`src/rtl/mlp_eval_seq_if.sv`:
```
// mlp_eval_seq_if: bundles the signals between the evaluation sequencer and its host/net.
//   master modport: host/testbench side. It drives start, the weight write port and the net output y_in.
//   slave modport : sequencer side. It drives w_ready, the weights w0..w8, x_out, busy, done, pass and err_mask.
interface mlp_eval_seq_if;
   logic              start;
   logic              w_valid;
   logic [3:0]        w_idx;
   logic signed [3:0] w_data;
   logic              w_ready;
   logic signed [3:0] w0, w1, w2, w3, w4, w5, w6, w7, w8;
   logic [1:0]        x_out;
   logic              y_in;
   logic              busy;
   logic              done;
   logic              pass;
   logic [3:0]        err_mask;

   modport master (
      output start, w_valid, w_idx, w_data, y_in,
      input  w_ready, w0, w1, w2, w3, w4, w5, w6, w7, w8,
      input  x_out, busy, done, pass, err_mask
   );

   modport slave (
      input  start, w_valid, w_idx, w_data, y_in,
      output w_ready, w0, w1, w2, w3, w4, w5, w6, w7, w8,
      output x_out, busy, done, pass, err_mask
   );
endinterface

```
`src/rtl/mlp_eval_seq.sv`:
```
// mlp_eval_seq: on-chip evaluation sequencer for the 2-input, 3-neuron simpleNet MLP.
// It holds the nine signed 4-bit weights that drive the net. A run sweeps x through 3,2,1,0.
// Each pattern is held for SETTLE_CYCLES clocks, and then y_in is sampled and compared with TRUTH[x].
//   clk, rst_n : clock; asynchronous active-low reset
//   bus.start  : run request, sampled only while idle
//   bus.w_*    : weight write port, accepted while w_ready (= !busy)
//   bus.w0..w8 : weight registers
//   bus.x_out / bus.y_in : net input / net output
//   bus.busy, bus.done (1-cycle pulse), bus.pass, bus.err_mask : run status
// SETTLE_CYCLES must be in 1..15. The settle counter is 4 bits wide.
module mlp_eval_seq #(
   parameter int unsigned SETTLE_CYCLES = 3,
   parameter logic [3:0]  TRUTH         = 4'b0110
) (
   input logic           clk,
   input logic           rst_n,
   mlp_eval_seq_if.slave bus
);
   localparam logic [0:0] ST_IDLE = 1'b0;
   localparam logic [0:0] ST_RUN  = 1'b1;
   localparam logic [3:0] RELOAD  = 4'(SETTLE_CYCLES - 1);

   logic [0:0]        state_q, state_d;
   logic [3:0]        cnt_q, cnt_d;
   logic [1:0]        x_q, x_d;
   logic              done_q, done_d;
   logic              pass_q, pass_d;
   logic [3:0]        err_q, err_d;
   logic signed [3:0] w_q [9];
   logic signed [3:0] w_d [9];
   logic              busy;

   assign busy = (state_q == ST_RUN);

   // Weight writes. An index above 8 matches no register and is dropped.
   always_comb begin
      for (int i = 0; i < 9; i++) begin
         w_d[i] = w_q[i];
         if (bus.w_valid && !busy && (bus.w_idx == 4'(i)))
            w_d[i] = bus.w_data;
      end
   end

   always_comb begin
      state_d = state_q;
      cnt_d   = cnt_q;
      x_d     = x_q;
      done_d  = 1'b0;
      pass_d  = pass_q;
      err_d   = err_q;
      case (state_q)
         ST_IDLE: begin
            if (bus.start) begin
               state_d = ST_RUN;
               x_d     = 2'd3;
               cnt_d   = RELOAD;
               err_d   = 4'b0000;
               pass_d  = 1'b0;
            end
         end
         default: begin
            if (cnt_q != 4'd0) begin
               cnt_d = cnt_q - 4'd1;
            end else begin
               err_d[x_q] = bus.y_in ^ TRUTH[x_q];
               if (x_q != 2'd0) begin
                  x_d   = x_q - 2'd1;
                  cnt_d = RELOAD;
               end else begin
                  // The verdict includes the bit sampled on this same edge.
                  state_d = ST_IDLE;
                  done_d  = 1'b1;
                  pass_d  = (err_d == 4'b0000);
               end
            end
         end
      endcase
   end

   always_ff @(posedge clk or negedge rst_n) begin
      if (!rst_n) begin
         state_q <= ST_IDLE;
         cnt_q   <= 4'd0;
         x_q     <= 2'd0;
         done_q  <= 1'b0;
         pass_q  <= 1'b0;
         err_q   <= 4'b0000;
         for (int i = 0; i < 9; i++) w_q[i] <= 4'sd0;
      end else begin
         state_q <= state_d;
         cnt_q   <= cnt_d;
         x_q     <= x_d;
         done_q  <= done_d;
         pass_q  <= pass_d;
         err_q   <= err_d;
         for (int i = 0; i < 9; i++) w_q[i] <= w_d[i];
      end
   end

   assign bus.w_ready  = !busy;
   assign bus.busy     = busy;
   assign bus.done     = done_q;
   assign bus.pass     = pass_q;
   assign bus.err_mask = err_q;
   assign bus.x_out    = x_q;
   assign bus.w0       = w_q[0];
   assign bus.w1       = w_q[1];
   assign bus.w2       = w_q[2];
   assign bus.w3       = w_q[3];
   assign bus.w4       = w_q[4];
   assign bus.w5       = w_q[5];
   assign bus.w6       = w_q[6];
   assign bus.w7       = w_q[7];
   assign bus.w8       = w_q[8];
endmodule

```
`src/flat_wrapper.sv`:
```
// flat-port wrapper written by rule: the top's interface ports become plain ports
module mlp_eval_seq_flat 
#(
   parameter int unsigned SETTLE_CYCLES = 3,
   parameter logic [3:0]  TRUTH         = 4'b0110
)
  (clk, rst_n, bus_start, bus_w_valid, bus_w_idx, bus_w_data, bus_y_in, bus_w_ready, bus_w0, bus_w1, bus_w2, bus_w3, bus_w4, bus_w5, bus_w6, bus_w7, bus_w8, bus_x_out, bus_busy, bus_done, bus_pass, bus_err_mask);
  mlp_eval_seq_if bus_i ();
  input logic clk;
  input logic rst_n;
  input wire logic [$bits(bus_i.start)-1:0] bus_start;
  input wire logic [$bits(bus_i.w_valid)-1:0] bus_w_valid;
  input wire logic [$bits(bus_i.w_idx)-1:0] bus_w_idx;
  input wire logic [$bits(bus_i.w_data)-1:0] bus_w_data;
  input wire logic [$bits(bus_i.y_in)-1:0] bus_y_in;
  output wire logic [$bits(bus_i.w_ready)-1:0] bus_w_ready;
  output wire logic [$bits(bus_i.w0)-1:0] bus_w0;
  output wire logic [$bits(bus_i.w1)-1:0] bus_w1;
  output wire logic [$bits(bus_i.w2)-1:0] bus_w2;
  output wire logic [$bits(bus_i.w3)-1:0] bus_w3;
  output wire logic [$bits(bus_i.w4)-1:0] bus_w4;
  output wire logic [$bits(bus_i.w5)-1:0] bus_w5;
  output wire logic [$bits(bus_i.w6)-1:0] bus_w6;
  output wire logic [$bits(bus_i.w7)-1:0] bus_w7;
  output wire logic [$bits(bus_i.w8)-1:0] bus_w8;
  output wire logic [$bits(bus_i.x_out)-1:0] bus_x_out;
  output wire logic [$bits(bus_i.busy)-1:0] bus_busy;
  output wire logic [$bits(bus_i.done)-1:0] bus_done;
  output wire logic [$bits(bus_i.pass)-1:0] bus_pass;
  output wire logic [$bits(bus_i.err_mask)-1:0] bus_err_mask;
  assign bus_i.start = bus_start;
  assign bus_i.w_valid = bus_w_valid;
  assign bus_i.w_idx = bus_w_idx;
  assign bus_i.w_data = bus_w_data;
  assign bus_i.y_in = bus_y_in;
  assign bus_w_ready = bus_i.w_ready;
  assign bus_w0 = bus_i.w0;
  assign bus_w1 = bus_i.w1;
  assign bus_w2 = bus_i.w2;
  assign bus_w3 = bus_i.w3;
  assign bus_w4 = bus_i.w4;
  assign bus_w5 = bus_i.w5;
  assign bus_w6 = bus_i.w6;
  assign bus_w7 = bus_i.w7;
  assign bus_w8 = bus_i.w8;
  assign bus_x_out = bus_i.x_out;
  assign bus_busy = bus_i.busy;
  assign bus_done = bus_i.done;
  assign bus_pass = bus_i.pass;
  assign bus_err_mask = bus_i.err_mask;
  mlp_eval_seq #(.SETTLE_CYCLES(SETTLE_CYCLES), .TRUTH(TRUTH)) u_core (.clk(clk), .rst_n(rst_n), .bus(bus_i));
endmodule
```
`config.mk`:
```
export PLATFORM = sky130hd
export DESIGN_NAME = mlp_eval_seq_flat
export DESIGN_NICKNAME = d
export VERILOG_FILES = /design/src/rtl/mlp_eval_seq_if.sv /design/src/rtl/mlp_eval_seq.sv /design/src/flat_wrapper.sv
export SDC_FILE = /design/constraint.sdc
export NUM_CORES = 1
export LEC_CHECK = 0
export ABC_AREA = 1
export CORE_MARGIN = 5
export CORE_UTILIZATION = 47
export CTS_CLUSTER_DIAMETER = 40
export DETAILED_ROUTE_END_ITERATION = 7
export GPL_TIMING_DRIVEN = 0
export PLACE_DENSITY = 0.83
export SYNTH_ARGS = -nofsm -noshare
export SYNTH_HDL_FRONTEND = slang
export SYNTH_SLANG_ARGS = --single-unit
```
`constraint.sdc`:
```
create_clock -name clk -period 1.4 [get_ports clk]
set_input_delay 0.21 -clock clk [delete_from_list [all_inputs] [get_ports clk]]
set_output_delay 0.21 -clock clk [all_outputs]
set_load 0.005 [all_outputs]
```
==> key figures <==
STA
  – Max Fclk: 0.716 GHz
  – Hold Vio Cnt, Final: 0
  – Final worst slack: 0.00337 ns
  – Slew at the pin with the worst max-slew slack: 0.475 ns
  – Slew headroom: 68.3%
  – Count of final max-slew check failures: 0
  – Crit path time final: 1.40 ns
  – Period utilization: 99.8%
  – RSZ-0062 raised after global routing: yes
  – Finish-stage setup viols: 0
  – Hold WS: 0.403 ns
  – Clock skew: 0.00239 ns

Logic synthesis
  – Post-Synthesis Cell Area: 2070 sq um
  – Yosys warnings: 0
  – Netlist cell types: 19
  – Number of synthesized flops with an enable pin: 0
  – Post-Synthesis Cells: 223
  – Post-synth top area cell: dfrtp_1
  – Area share of the largest cell type after synthesis: 59.3%
  – Synth top cells by count: nand2_1 (70), dfrtp_1 (49), o21ai_0 (31)
  – Top FF cell, synth: dfrtp_1
  – Net Count, Synth: 242
  – Asr flop ratio synth: 100%
  – Ranking of synthesized cells by area: dfrtp_1 (59%), nand2_1 (13%), o21ai_0 (7.5%)
  – Syn_area_per_cell: 9.27 sq um
  – Yosys reg bits: 49
  – Most frequent cell after synthesis: nand2_1
  – Seq/Total Area, Yosys: 59.3%

Die
  – Row cnt: 24
  – Chip Width: 76.3 um
  – Initial Utilization: 47.8%
  – Core ar.: 4320 sq um
  – Io pins: 59
  – Die Area: 5820 sq um
  – Die H: 76.3 um

Global route
  – First-pass GRT wire length: 8.51 mm
  – Gr ovfl total: 0
  – Initial antenna violation count: 0
  – Largest net degree at the start of global routing: 31
  – Vias in the first global route: 1,778
  – Global Route Usage Sum: 18.1%

Placement
  – IO Port Bufs: 58
  – Dpl cell area: 2730 sq um
  – DPL Wire Length: 3.45 mm
  – DP Cell Count: 334
  – Place WS: -0.181 ns
  – Global placement routability congestion: 0.802

Worst setup path
  – CP delay by family, top: simple AND/OR/NAND/NOR gates
  – CP Buf/Inv Count: 3
  – CP Capture Type: flip-flop
  – R2R depth: 8
  – Setup CP Type: flip-flop to flip-flop
  – CP cell instances: buf_6, inv_8, nand2_8, nor3b_4, buf_6, nand2_2, nand2_2, o21ai_2
  – Crit-path max cell delay: 0.39 ns
  – Worst EP arrival: 1.57 ns
  – Critical path depth: 8
  – CP startpoint kind: flip-flop
  – Slowest CP cell: dfrtp_1
  – Required @ worst endpoint: 1.58 ns
  – Worst Path Max Fanout: 8

Power and ir drop
  – LEAKAGE: 2.07 nW
  – Pwr dens: 1440 nW/um^2
  – Max IR drop VDD: 0.000738 V

CTS
  – Number of CTS-inserted buffers: 5
  – Clock transition at the registers of the reported paths: 0.09 ns
  – Clk Latency, worst-skew pair: 0.29 ns
  – Sink Count: 49
  – CTS H-tree lvls: 2
  – Root Buffer: clkbuf_8
  – Clock Tree Buf Depth: 2
  – CTS tree: yes

Drt
  – Drt total wl: 5.67 mm
  – Pre-antenna DRT Iters: 4
  – Routed length on met3: 364 um
  – DR vias/cell: 5.03
  – DRC: 0
  – Highest metal used: met4
  – DR vias: 1,885
  – DRT iter0 DRCs: 82
  – Met2 WL post-DR: 2.90 mm
  – Drt wl/cell: 15.1 um
  – Met1 wire length: 2.35 mm
  – Antenna Nets Post-Route: 0

Layout
  – Non-Filler Instances: 375
  – Fraction of layout cells with a size suffix above 1: 23.5%
  – Nets@finish: 341
  – Final instance area: 3250 sq um
  – Synthesis-to-finish area growth: 57.3%
  – # diodes: 0

Flow run
  – Max_cap viols: 0

Hold path
  – Type of the worst min-delay path: primary input to asynchronous set/reset pin

Status
  – Status: completed
## routing by layer
metal / track usage (%) / up-vias
met5: 0 / -
met4: 5.77 / 0
met1: 23.1 / 906
met3: 4.73 / 7
met2: 29.9 / 57
li1: - / 915
## through the flow
stage | setup TNS (ns) | util [%] | power [W]
after detailed placement | -5.63 | 63.1 | 0.00337
after global routing | -0.843 | 75.2 | 0.00500
after floorplan | 0 | - | 0.00265
after global placement | -63.93 | 62.7 | 0.00330
after CTS | -0.186 | 67.9 | 0.00441
final | 0 | 75.2 | 0.00469
## what timing repair did
| item | in CTS | in global routing |
|---|---|---|
| hold endpoints to repair | 19 | 0 |
| resized for setup | 23 | 61 |
| buffers inserted | 12 | 20 |
| endpoints found under the setup margin | 43 | 72 |
| hold buffers | 1 | 0 |
| pin swaps | 10 | 15 |
## report_power, final
group / leakage [nW] / switching (W) / internal (W)
logic: 1.36 / 0.000917 / 0.000989
registers: 0.656 / 0.000194 / 0.00170
clock network: 0.0542 / 0.000449 / 0.000447
## final timing paths
check	slack, ns	end	startpoint
max	0.003	u_core.bus.w5[2]$_DFFE_PN0P_	u_core.bus.busy$_DFF_PN0_
min reg2reg	0.49	u_core.bus.w0[0]$_DFFE_PN0P_	u_core.bus.w0[0]$_DFFE_PN0P_
min	0.40	u_core.bus.x_out[1]$_DFFE_PN0P_	rst_n
max in group asynchronous	0.49	u_core.bus.w1[0]$_DFFE_PN0P_	rst_n
min in group clk	0.49	u_core.bus.w0[0]$_DFFE_PN0P_	u_core.bus.w0[0]$_DFFE_PN0P_
max reg2reg	0.003	u_core.bus.w5[2]$_DFFE_PN0P_	u_core.bus.busy$_DFF_PN0_
## cell families (layout without fill, tap and decap cells)
| logic type | count (synthesis) | in the layout | synth area share [%] |
|---|---|---|---|
| DFF | 49 | 49 | 59.3 |
| xor gates and xnor gates | 1 | 1 | 0.424 |
| buffers and inverters | 22 | 122 | 4.48 |
| AOI/OAI and AO/OA | 46 | 46 | 11.4 |
| and+or+nand+nor | 99 | 99 | 20.8 |
| adders and majority gates | 6 | 6 | 3.63 |
## registers in the layout, indices dropped and copies added, names as in the netlist, 2 cells and up
name                 flops
u_core.bus.err_mask      4
u_core.bus.w0            4
u_core.bus.w1            4
u_core.bus.w2            4
u_core.bus.w3            4
u_core.bus.w4            4
u_core.bus.w5            4
u_core.bus.w6            4
u_core.bus.w7            4
u_core.bus.w8            4
u_core.cnt_q             4
u_core.bus.x_out         2
## placed cells by master (no fill, tap or decap)
cell type / Yosys / routed
nor2_2: 0 / 3
buf_2: 0 / 1
nand2_1: 70 / 60
dfrtp_1: 49 / 49
inv_2: 0 / 6
ha_4: 0 / 1
xor2_1: 1 / 1
nor3b_4: 1 / 1
dlymetal6s2s_1: 0 / 26
clkdlybuf4s50_1: 0 / 19
o21ai_1: 12 / 18
ha_2: 0 / 1
buf_12: 0 / 1
buf_4: 0 / 30
nand4_1: 2 / 2
o21a_1: 1 / 1
a21boi_0: 1 / 1
nor3_4: 0 / 1
nand2_8: 0 / 1
nand2_2: 4 / 8
dlygate4sd2_1: 0 / 12
nand2_4: 1 / 6
nor2_1: 9 / 6
o21ai_0: 31 / 23
a21oi_2: 0 / 1
inv_1: 20 / 14
nand3_1: 11 / 10
dlygate4sd3_1: 0 / 1
inv_8: 0 / 1
ha_1: 6 / 4
clkbuf_8: 0 / 7
nand3_2: 0 / 1
buf_6: 1 / 3
clkinv_2: 0 / 1
o21ai_2: 0 / 2
## final cells by class
type | count | area (sq um)
clock inverter | 1 | 5.00
fill | 316 | 1070
buffer | 1 | 11.3
tap | 52 | 65.1
sequential | 49 | 1230
timing repair buffer | 92 | 903
inverter | 21 | 86.3
clock buffer | 7 | 96.3
multi-input combinational | 152 | 857
No activity file was read; power rests on OpenSTA's default activity.
